[src/rtl/mem_amo_unit_if.sv]
// Pipeline/data-memory bundle for the atomic responder: EXE/MEM request,
// memory port and completion signals.
interface mem_amo_unit_if #(
    parameter int DM_ADDR_BITS = 32
);
    logic                    mem_is_atomic;
    logic [3:0]              mem_atomic_op;
    logic [31:0]             mem_ALUout;
    logic [31:0]             mem_opB;
    logic                    mem_is_stype;
    logic [3:0]              mem_dm_write;
    logic [31:0]             dm_rdata;
    logic [DM_ADDR_BITS-1:0] dm_addr;
    logic [31:0]             dm_wdata;
    logic [3:0]              dm_we;
    logic                    amo_active;
    logic                    amo_stall;
    logic [31:0]             amo_result;
    logic                    amo_done;
    logic                    amo_misaligned;

    modport master (
        output mem_is_atomic, mem_atomic_op, mem_ALUout, mem_opB,
               mem_is_stype, mem_dm_write, dm_rdata,
        input  dm_addr, dm_wdata, dm_we, amo_active, amo_stall,
               amo_result, amo_done, amo_misaligned
    );

    modport slave (
        input  mem_is_atomic, mem_atomic_op, mem_ALUout, mem_opB,
               mem_is_stype, mem_dm_write, dm_rdata,
        output dm_addr, dm_wdata, dm_we, amo_active, amo_stall,
               amo_result, amo_done, amo_misaligned
    );
endinterface

[src/rtl/mem_amo_unit.sv]
// RV32A LR/SC/AMO read-modify-write sequencer for the MEM-stage data port.
// Optional macro AMO_MINMAX_EN adds AMOMIN/MAX/MINU/MAXU; otherwise ops 7-10 act as reserved.
//
// state   | meaning
// IDLE    | wait for request; aligned: present read address, misaligned: go to DONE
// READ    | capture memory word, compute result/new value, update reservation
// WRITE   | write new value to memory
// DONE    | release stall, pulse amo_done with result
module mem_amo_unit #(
    parameter int DM_ADDR_BITS = 32
) (
    input  logic           clk,
    input  logic           rst,
    mem_amo_unit_if.slave  bus
);
    localparam logic [3:0] OP_LR   = 4'd0;
    localparam logic [3:0] OP_SC   = 4'd1;
    localparam logic [3:0] OP_SWAP = 4'd2;
    localparam logic [3:0] OP_ADD  = 4'd3;
    localparam logic [3:0] OP_XOR  = 4'd4;
    localparam logic [3:0] OP_AND  = 4'd5;
    localparam logic [3:0] OP_OR   = 4'd6;
`ifdef AMO_MINMAX_EN
    localparam logic [3:0] OP_MIN  = 4'd7;
    localparam logic [3:0] OP_MAX  = 4'd8;
    localparam logic [3:0] OP_MINU = 4'd9;
    localparam logic [3:0] OP_MAXU = 4'd10;
`endif

    typedef enum logic [1:0] {S_IDLE, S_READ, S_WRITE, S_DONE} state_t;

    state_t      r_state, w_next;
    logic [31:0] r_new, r_result;
    logic        r_misal;
    logic        r_resv_valid;
    logic [29:0] r_resv_addr;

    logic [31:0] w_old, w_opb, w_new_val, w_res_val;
    logic        w_alu_write, w_is_lr, w_is_sc, w_resv_hit, w_snoop_clr;
    logic        w_load, w_misal_req;
    logic        w_stall, w_active, w_done, w_misal;
    logic [3:0]  w_we;
    logic [31:0] w_wdata, w_result, w_addr;

    assign w_old       = bus.dm_rdata;
    assign w_opb       = bus.mem_opB;
    assign w_resv_hit  = r_resv_valid && (r_resv_addr == bus.mem_ALUout[31:2]);
    assign w_snoop_clr = bus.mem_is_stype && (bus.mem_dm_write != 4'd0) && w_resv_hit;

    // Result/new-value datapath, only consumed while in READ.
    always_comb begin
        w_new_val   = w_opb;
        w_res_val   = w_old;
        w_alu_write = 1'b0;
        w_is_lr     = 1'b0;
        w_is_sc     = 1'b0;
        case (bus.mem_atomic_op)
            OP_LR:   w_is_lr = 1'b1;
            OP_SC: begin
                w_is_sc = 1'b1;
                if (w_resv_hit) begin
                    w_res_val   = 32'd0;
                    w_alu_write = 1'b1;
                end else begin
                    w_res_val = 32'd1;
                end
            end
            OP_SWAP: w_alu_write = 1'b1;
            OP_ADD: begin
                w_new_val   = w_old + w_opb;
                w_alu_write = 1'b1;
            end
            OP_XOR: begin
                w_new_val   = w_old ^ w_opb;
                w_alu_write = 1'b1;
            end
            OP_AND: begin
                w_new_val   = w_old & w_opb;
                w_alu_write = 1'b1;
            end
            OP_OR: begin
                w_new_val   = w_old | w_opb;
                w_alu_write = 1'b1;
            end
`ifdef AMO_MINMAX_EN
            OP_MIN: begin
                w_new_val   = ($signed(w_old) < $signed(w_opb)) ? w_old : w_opb;
                w_alu_write = 1'b1;
            end
            OP_MAX: begin
                w_new_val   = ($signed(w_old) > $signed(w_opb)) ? w_old : w_opb;
                w_alu_write = 1'b1;
            end
            OP_MINU: begin
                w_new_val   = (w_old < w_opb) ? w_old : w_opb;
                w_alu_write = 1'b1;
            end
            OP_MAXU: begin
                w_new_val   = (w_old > w_opb) ? w_old : w_opb;
                w_alu_write = 1'b1;
            end
`endif
            default: ;
        endcase
    end

    // Outputs are forced low while rst is high so nothing reaches memory during reset.
    always_comb begin
        w_next      = r_state;
        w_stall     = 1'b0;
        w_active    = 1'b0;
        w_we        = 4'd0;
        w_wdata     = 32'd0;
        w_addr      = 32'd0;
        w_done      = 1'b0;
        w_misal     = 1'b0;
        w_result    = 32'd0;
        w_load      = 1'b0;
        w_misal_req = 1'b0;
        if (!rst) begin
            case (r_state)
                S_IDLE: begin
                    if (bus.mem_is_atomic) begin
                        w_stall = 1'b1;
                        if (bus.mem_ALUout[1:0] == 2'b00) begin
                            w_active = 1'b1;
                            w_addr   = {bus.mem_ALUout[31:2], 2'b00};
                            w_next   = S_READ;
                        end else begin
                            w_misal_req = 1'b1;
                            w_next      = S_DONE;
                        end
                    end
                end
                S_READ: begin
                    w_stall  = 1'b1;
                    w_active = 1'b1;
                    w_addr   = {bus.mem_ALUout[31:2], 2'b00};
                    w_load   = 1'b1;
                    w_next   = w_alu_write ? S_WRITE : S_DONE;
                end
                S_WRITE: begin
                    w_stall  = 1'b1;
                    w_active = 1'b1;
                    w_addr   = {bus.mem_ALUout[31:2], 2'b00};
                    w_we     = 4'b1111;
                    w_wdata  = r_new;
                    w_next   = S_DONE;
                end
                S_DONE: begin
                    w_done   = 1'b1;
                    w_misal  = r_misal;
                    w_result = r_result;
                    w_next   = S_IDLE;
                end
                default: w_next = S_IDLE;
            endcase
        end
    end

    always_ff @(posedge clk) begin
        if (rst) begin
            r_state      <= S_IDLE;
            r_new        <= 32'd0;
            r_result     <= 32'd0;
            r_misal      <= 1'b0;
            r_resv_valid <= 1'b0;
            r_resv_addr  <= 30'd0;
        end else begin
            r_state <= w_next;
            if (w_misal_req) begin
                r_misal  <= 1'b1;
                r_result <= 32'd0;
            end else if (r_state == S_DONE) begin
                r_misal <= 1'b0;
            end
            // r_result doubles as the captured "old" word for LR/AMO ops.
            if (w_load) begin
                r_new    <= w_new_val;
                r_result <= w_res_val;
            end
            if (w_load && w_is_lr) begin
                r_resv_valid <= 1'b1;
                r_resv_addr  <= bus.mem_ALUout[31:2];
            end else if ((w_load && w_is_sc) || w_snoop_clr) begin
                r_resv_valid <= 1'b0;
            end
        end
    end

    assign bus.dm_addr        = DM_ADDR_BITS'(w_addr);
    assign bus.dm_wdata       = w_wdata;
    assign bus.dm_we          = w_we;
    assign bus.amo_active     = w_active;
    assign bus.amo_stall      = w_stall;
    assign bus.amo_result     = w_result;
    assign bus.amo_done       = w_done;
    assign bus.amo_misaligned = w_misal;
endmodule

[src/flat_wrapper.sv]
// flat-port wrapper written by rule: the top's interface ports become plain ports
module mem_amo_unit_flat 
#(
    parameter int DM_ADDR_BITS = 32
)
  (clk, rst, bus_mem_is_atomic, bus_mem_atomic_op, bus_mem_ALUout, bus_mem_opB, bus_mem_is_stype, bus_mem_dm_write, bus_dm_rdata, bus_dm_addr, bus_dm_wdata, bus_dm_we, bus_amo_active, bus_amo_stall, bus_amo_result, bus_amo_done, bus_amo_misaligned);
  mem_amo_unit_if #(.DM_ADDR_BITS(DM_ADDR_BITS)) bus_i ();
  input  logic clk;
  input  logic rst;
  input wire logic [$bits(bus_i.mem_is_atomic)-1:0] bus_mem_is_atomic;
  input wire logic [$bits(bus_i.mem_atomic_op)-1:0] bus_mem_atomic_op;
  input wire logic [$bits(bus_i.mem_ALUout)-1:0] bus_mem_ALUout;
  input wire logic [$bits(bus_i.mem_opB)-1:0] bus_mem_opB;
  input wire logic [$bits(bus_i.mem_is_stype)-1:0] bus_mem_is_stype;
  input wire logic [$bits(bus_i.mem_dm_write)-1:0] bus_mem_dm_write;
  input wire logic [$bits(bus_i.dm_rdata)-1:0] bus_dm_rdata;
  output wire logic [$bits(bus_i.dm_addr)-1:0] bus_dm_addr;
  output wire logic [$bits(bus_i.dm_wdata)-1:0] bus_dm_wdata;
  output wire logic [$bits(bus_i.dm_we)-1:0] bus_dm_we;
  output wire logic [$bits(bus_i.amo_active)-1:0] bus_amo_active;
  output wire logic [$bits(bus_i.amo_stall)-1:0] bus_amo_stall;
  output wire logic [$bits(bus_i.amo_result)-1:0] bus_amo_result;
  output wire logic [$bits(bus_i.amo_done)-1:0] bus_amo_done;
  output wire logic [$bits(bus_i.amo_misaligned)-1:0] bus_amo_misaligned;
  assign bus_i.mem_is_atomic = bus_mem_is_atomic;
  assign bus_i.mem_atomic_op = bus_mem_atomic_op;
  assign bus_i.mem_ALUout = bus_mem_ALUout;
  assign bus_i.mem_opB = bus_mem_opB;
  assign bus_i.mem_is_stype = bus_mem_is_stype;
  assign bus_i.mem_dm_write = bus_mem_dm_write;
  assign bus_i.dm_rdata = bus_dm_rdata;
  assign bus_dm_addr = bus_i.dm_addr;
  assign bus_dm_wdata = bus_i.dm_wdata;
  assign bus_dm_we = bus_i.dm_we;
  assign bus_amo_active = bus_i.amo_active;
  assign bus_amo_stall = bus_i.amo_stall;
  assign bus_amo_result = bus_i.amo_result;
  assign bus_amo_done = bus_i.amo_done;
  assign bus_amo_misaligned = bus_i.amo_misaligned;
  mem_amo_unit #(.DM_ADDR_BITS(DM_ADDR_BITS)) u_core (.clk(clk), .rst(rst), .bus(bus_i));
endmodule
[config.mk]
export PLATFORM = sky130hd
export DESIGN_NAME = mem_amo_unit_flat
export DESIGN_NICKNAME = d
export VERILOG_FILES = /design/src/rtl/mem_amo_unit_if.sv /design/src/rtl/mem_amo_unit.sv /design/src/flat_wrapper.sv
export SDC_FILE = /design/constraint.sdc
export NUM_CORES = 1
export LEC_CHECK = 0
export CAP_MARGIN = 0
export CORE_UTILIZATION = 40
export CTS_CLUSTER_SIZE = 28
export DETAILED_ROUTE_END_ITERATION = 7
export DONT_BUFFER_PORTS = 1
export GPL_ROUTABILITY_DRIVEN = 0
export GPL_TIMING_DRIVEN = 0
export PLACE_DENSITY = 0.56
export SLEW_MARGIN = 5
export SYNTH_ARGS = -nofsm -noshare
export SYNTH_HDL_FRONTEND = slang
export SYNTH_SLANG_ARGS = --single-unit
[constraint.sdc]
create_clock -name clk -period 8.8 [get_ports clk]
set_input_delay 2.64 -clock clk [delete_from_list [all_inputs] [get_ports clk]]
set_output_delay 2.64 -clock clk [all_outputs]
set_load 0.01 [all_outputs]
# ---- Word-level counts from Yosys, hierarchy flattened
# Cells that the tools add are included.
dict set report totals {
  register_bits 98
}
dict set report op_classes {
  add_sub_neg 1
  n_eq_ne 11
  mux 44
  bitwise_logic 3
  n_reduce_logical 15
}
# cell n
set op_table {}
lappend op_table {{32-bit 2-to-1 mux} 10}
lappend op_table {{32-bit one-hot mux with 4 select lines} 1}
lappend op_table {{32-bit one-hot mux with 2 select lines} 1}
lappend op_table {{32-bit adder} 1}
lappend op_table {{32-bit AND} 1}
lappend op_table {{32-bit bitwise OR} 1}
lappend op_table {{32-bit bitwise XOR} 1}
lappend op_table {{30-bit == test} 1}
lappend op_table {{1-bit 2-to-1 mux} 24}
lappend op_table {{4-bit by 3-bit == test with 1-bit output, second input constant} 3}
lappend op_table {{4-bit by 2-bit == test with 1-bit output, second input constant} 2}
lappend op_table {{4-bit 2-to-1 mux} 2}
lappend op_table {{2-bit one-hot mux with 4 select lines} 1}
lappend op_table {{1-bit one-hot mux with 2 select lines} 3}
lappend op_table {{2-bit nonzero test} 3}
lappend op_table {{1-bit logical AND} 5}
lappend op_table {{5-bit OR reduction} 1}
lappend op_table {{2-bit == test, second input constant} 2}
lappend op_table {{4-bit by 1-bit == test with 1-bit output, second input constant} 1}
lappend op_table {{2-bit zero test} 2}
lappend op_table {{4-bit zero test} 1}
lappend op_table {{2-bit 2-to-1 mux} 2}
lappend op_table {{4-bit nonzero test} 1}
lappend op_table {{2-bit by 1-bit == test with 1-bit output, second input constant} 1}
lappend op_table {{3 further kinds} 3}

# ---- Longest topological paths before layout
dict set report depth {
  depth_word 7
  depth_mapped 11
  depth_no_buf 11
}

# ---- Least setup slack after synthesis
# No wires, ideal clock.
dict set report synth_path {
  path_kind {input to output}
  start {input rst}
  end {output bus_dm_addr[22]}
  arrival_time_ns 3.875
  t_required_ns 6.160
  setup_slack_ns 2.285
  stages 5
  path_cell_list {clkbuf_1 > nor3_1 > o21a_1 > clkbuf_1 > and2_1}
}
dict set report synth_via {
  elab_chain_cells 1
}
# item line
set synth_lines {}
lappend synth_lines {{start, declared} flat_wrapper.sv:9} ;# input logic rst;
lappend synth_lines {{32-bit 2-to-1 mux} mem_amo_unit.sv:120} ;# if (!rst) begin
lappend synth_lines {{end, declared} flat_wrapper.sv:17} ;# output wire logic [$bits(bus_i.dm_addr)-1:0] bus_dm_addr;
# No other way between the ends.

# ---- Worst setup path after layout
dict set report layout_path {
  start {input rst}
  end {output bus_dm_wdata[6]}
}
dict set report layout_via {
  elab_chain_cells 1
}
# item line
set layout_lines {}
lappend layout_lines {{32-bit 2-to-1 mux} mem_amo_unit.sv:120}
lappend layout_lines {{end, declared} flat_wrapper.sv:18} ;# output wire logic [$bits(bus_i.dm_wdata)-1:0] bus_dm_wdata;
# No other way between the ends.

==> out/metrics.cfg <==
[worst_setup_path]
crit_type = input pin to primary output
cp_num_buf_inv = 3
start_kind = input pin
path_cells = clkbuf_1 -> clkbuf_1 -> clkbuf_1 -> and3b_1
crit_fanout = 10
slowest_stage = clkbuf_1
required_ns = 6.16
path_delay_family = buffers and inverters
critPathMaxStageDelay_ns = 0.63
cp.arrival_ns = 4.53
critPathCaptureType = primary output
crit_top_cell = clkbuf_1

[yosys]
syn_area_mm2 = 0.00801
netlist_instances = 1091
synth_edf_count = 0
synth.avg_cell_area_um2 = 7.34
ys_types = 66
ys_seq_elements = 98
yosys_warnings = 0
yosys.area.top_type = dfxtp_1
synth_top_cell_area_share_pct = 24.5
async_flop_share_pct = 0
synth.most_common_cell = nor2_1
synthFlopType = dfxtp_1
yosys-top-cells-count = nor2_1, dfxtp_1, and2_1
ys_seq_area_share_pct = 24.5
yosys-top-cells-area = dfxtp_1, ha_1, and2_1, nor2_1, o21ai_0

[timing]
hold_viol_final = 0
max_freq_ghz = 0.139
min_period_ns = 7.17
setup_tns_ns = 0
skew_ns = 0.0124
tightest_slew_ns = 0.991
rsz0062_at_grt = no
setup_ws_ns = 1.63
slew_violations = 0
setup_viol = 0
period_share_pct = 81.5
slew_headroom_pct = 33.4

[global_routing]
grt_pass1_vias = 7302
grt_first_pass_wirelength_um = 41900
grt_overflow = 0
grt_start_max_net_pins = 21
grt.total_usage_pct = 27.3
antenna_found_initial = 0

[flow_run]
cap_violations = 0

[routing]
viasPerCell = 5.72
route.detailed.drc = 0
ant_nets = 0
num_vias = 7851
wl_per_cell_um = 20.3
wirelength_um = 27900
first_pass_iters = 7
initialDrtViolationCount = 608

[pwr]
power_w = 0.00165
power_density_mw_per_mm2 = 190
p_leak_nw = 3.59
vdd_drop_max_v = 0.0000985

[cts]
clockRootBuffer = clkbuf_16
clkLatencyLatePin_ns = 0.37
numCtsBuffers = 9
clkTransAtPathRegs_ns = 0.07
cts_buffer_depth = 2
cts_tree = yes
cts_setup_buffers = 0
cts_sinks = 98
htree_levels = 3
ctsResizeCount = 0
hold_buffers = 0

[finish]
area_growth_pct = 7.95
drive_above_1_share_pct = 3.34
multi_input_area_mm2 = 0.00543
antenna_cells = 0
fillers = 2072
nets = 1281
area.sequential_mm2 = 0.00196

[status]
status = finished clean

[place]
dpl_worst_slack_ns = 1.68
place_hpwl_um = 20900
io_buffers = 0

[hold_path]
worstHoldPathType = flip-flop to flip-flop

[die]
die_area_mm2 = 0.0206
io_pins = 212
initial_utilization_pct = 41.0
fp.dieH_um = 144
die_width_um = 144
core_area_mm2 = 0.0195
num_rows = 51

==> cell usage in the layout, fill, tap and decap left out, types with 12 or more instances in the layout <==
cell      count
nor2_1      108
nand2b_1     38
a221oi_1     14
dfxtp_1      98
nand4_1      12
o21ai_0      79
and2_1       94
xnor2_1      29
a22oi_1      33
inv_1        79
ha_1         69
nor3_1       28
nand2_1      82
clkbuf_1     64
xor2_1       15
a21o_1       20
a21oi_1      68
==> routing by layer <==
layer	vias up	wire length, um	global-route usage [%]
met5	-	0	0
li1	3803	-	-
met3	43	2520	7.33
met2	324	12900	44.0
met1	3681	11900	35.0
met4	0	594	8.90
==> sequential cells by signal, indices dropped and copies added (netlist names) <==
register / cells
u_core.r_result: 32
u_core.r_misal: 1
u_core.r_resv_valid: 1
u_core.r_new: 32
u_core.r_resv_addr: 30
u_core.r_state: 2
==> tightest hold or removal path, cell delays in order (launching register included) <==
cell and delay, ns:
dfxtp_1 0.31, nand2b_1 0.06, a21oi_1 0.05
==> final timing paths <==
path         cells after the start                            from  slack [ns]                       endpoint
min reg2reg                      2     u_core.r_misal$_SDFFE_PP0P_        0.47    u_core.r_misal$_SDFFE_PP0P_
max                              4                             rst        1.63                bus_dm_wdata[6]
max reg2reg                      6  u_core.r_state[0]$_SDFFE_PP0P_        5.94  u_core.r_new[14]$_SDFFE_PP0P_
min                              2     u_core.r_misal$_SDFFE_PP0P_        0.47    u_core.r_misal$_SDFFE_PP0P_
==> where the power goes <==
group	switching, W	leakage (nW)	internal [W]	total [W]
registers	0.0000466	0.797	0.000523	0.000570
clock network	0.000217	0.149	0.000203	0.000421
logic	0.000432	2.64	0.000223	0.000656
==> kinds of logic after synthesis <==
family	after synthesis	share of synthesized area, %
fa+ha+maj	70	11.0
flops	98	24.5
buf+inv	157	7.73
other cells	1	0.0468
compound gates	295	24.5
mux	9	1.12
xor+xnor	44	4.81
simple gates	417	26.3
==> per-stage QoR <==
step | util, % | instances | hold slack, ns | instance area (um^2)
floorplan | - | 1092 | 0.445 | 8020
global placement | 42.7 | 1357 | 0.456 | 8350
detailed placement | 42.7 | 1357 | 0.461 | 8350
CTS | 44.3 | 1373 | 0.473 | 8650
global route | 44.3 | 1373 | 0.490 | 8650
finish | 44.3 | 1373 | 0.468 | 8650
==> cell type report <==
type                    count  share of cell area [%]
multi-input cells         837                    62.8
clock inverters             7                   0.883
inverters                  79                    3.43
flip-flops and latches     98                    22.7
clock buffers               9                    2.60
well taps                 265                    3.83
plain buffers              78                    3.73
Power figures use the tool's default switching activity.
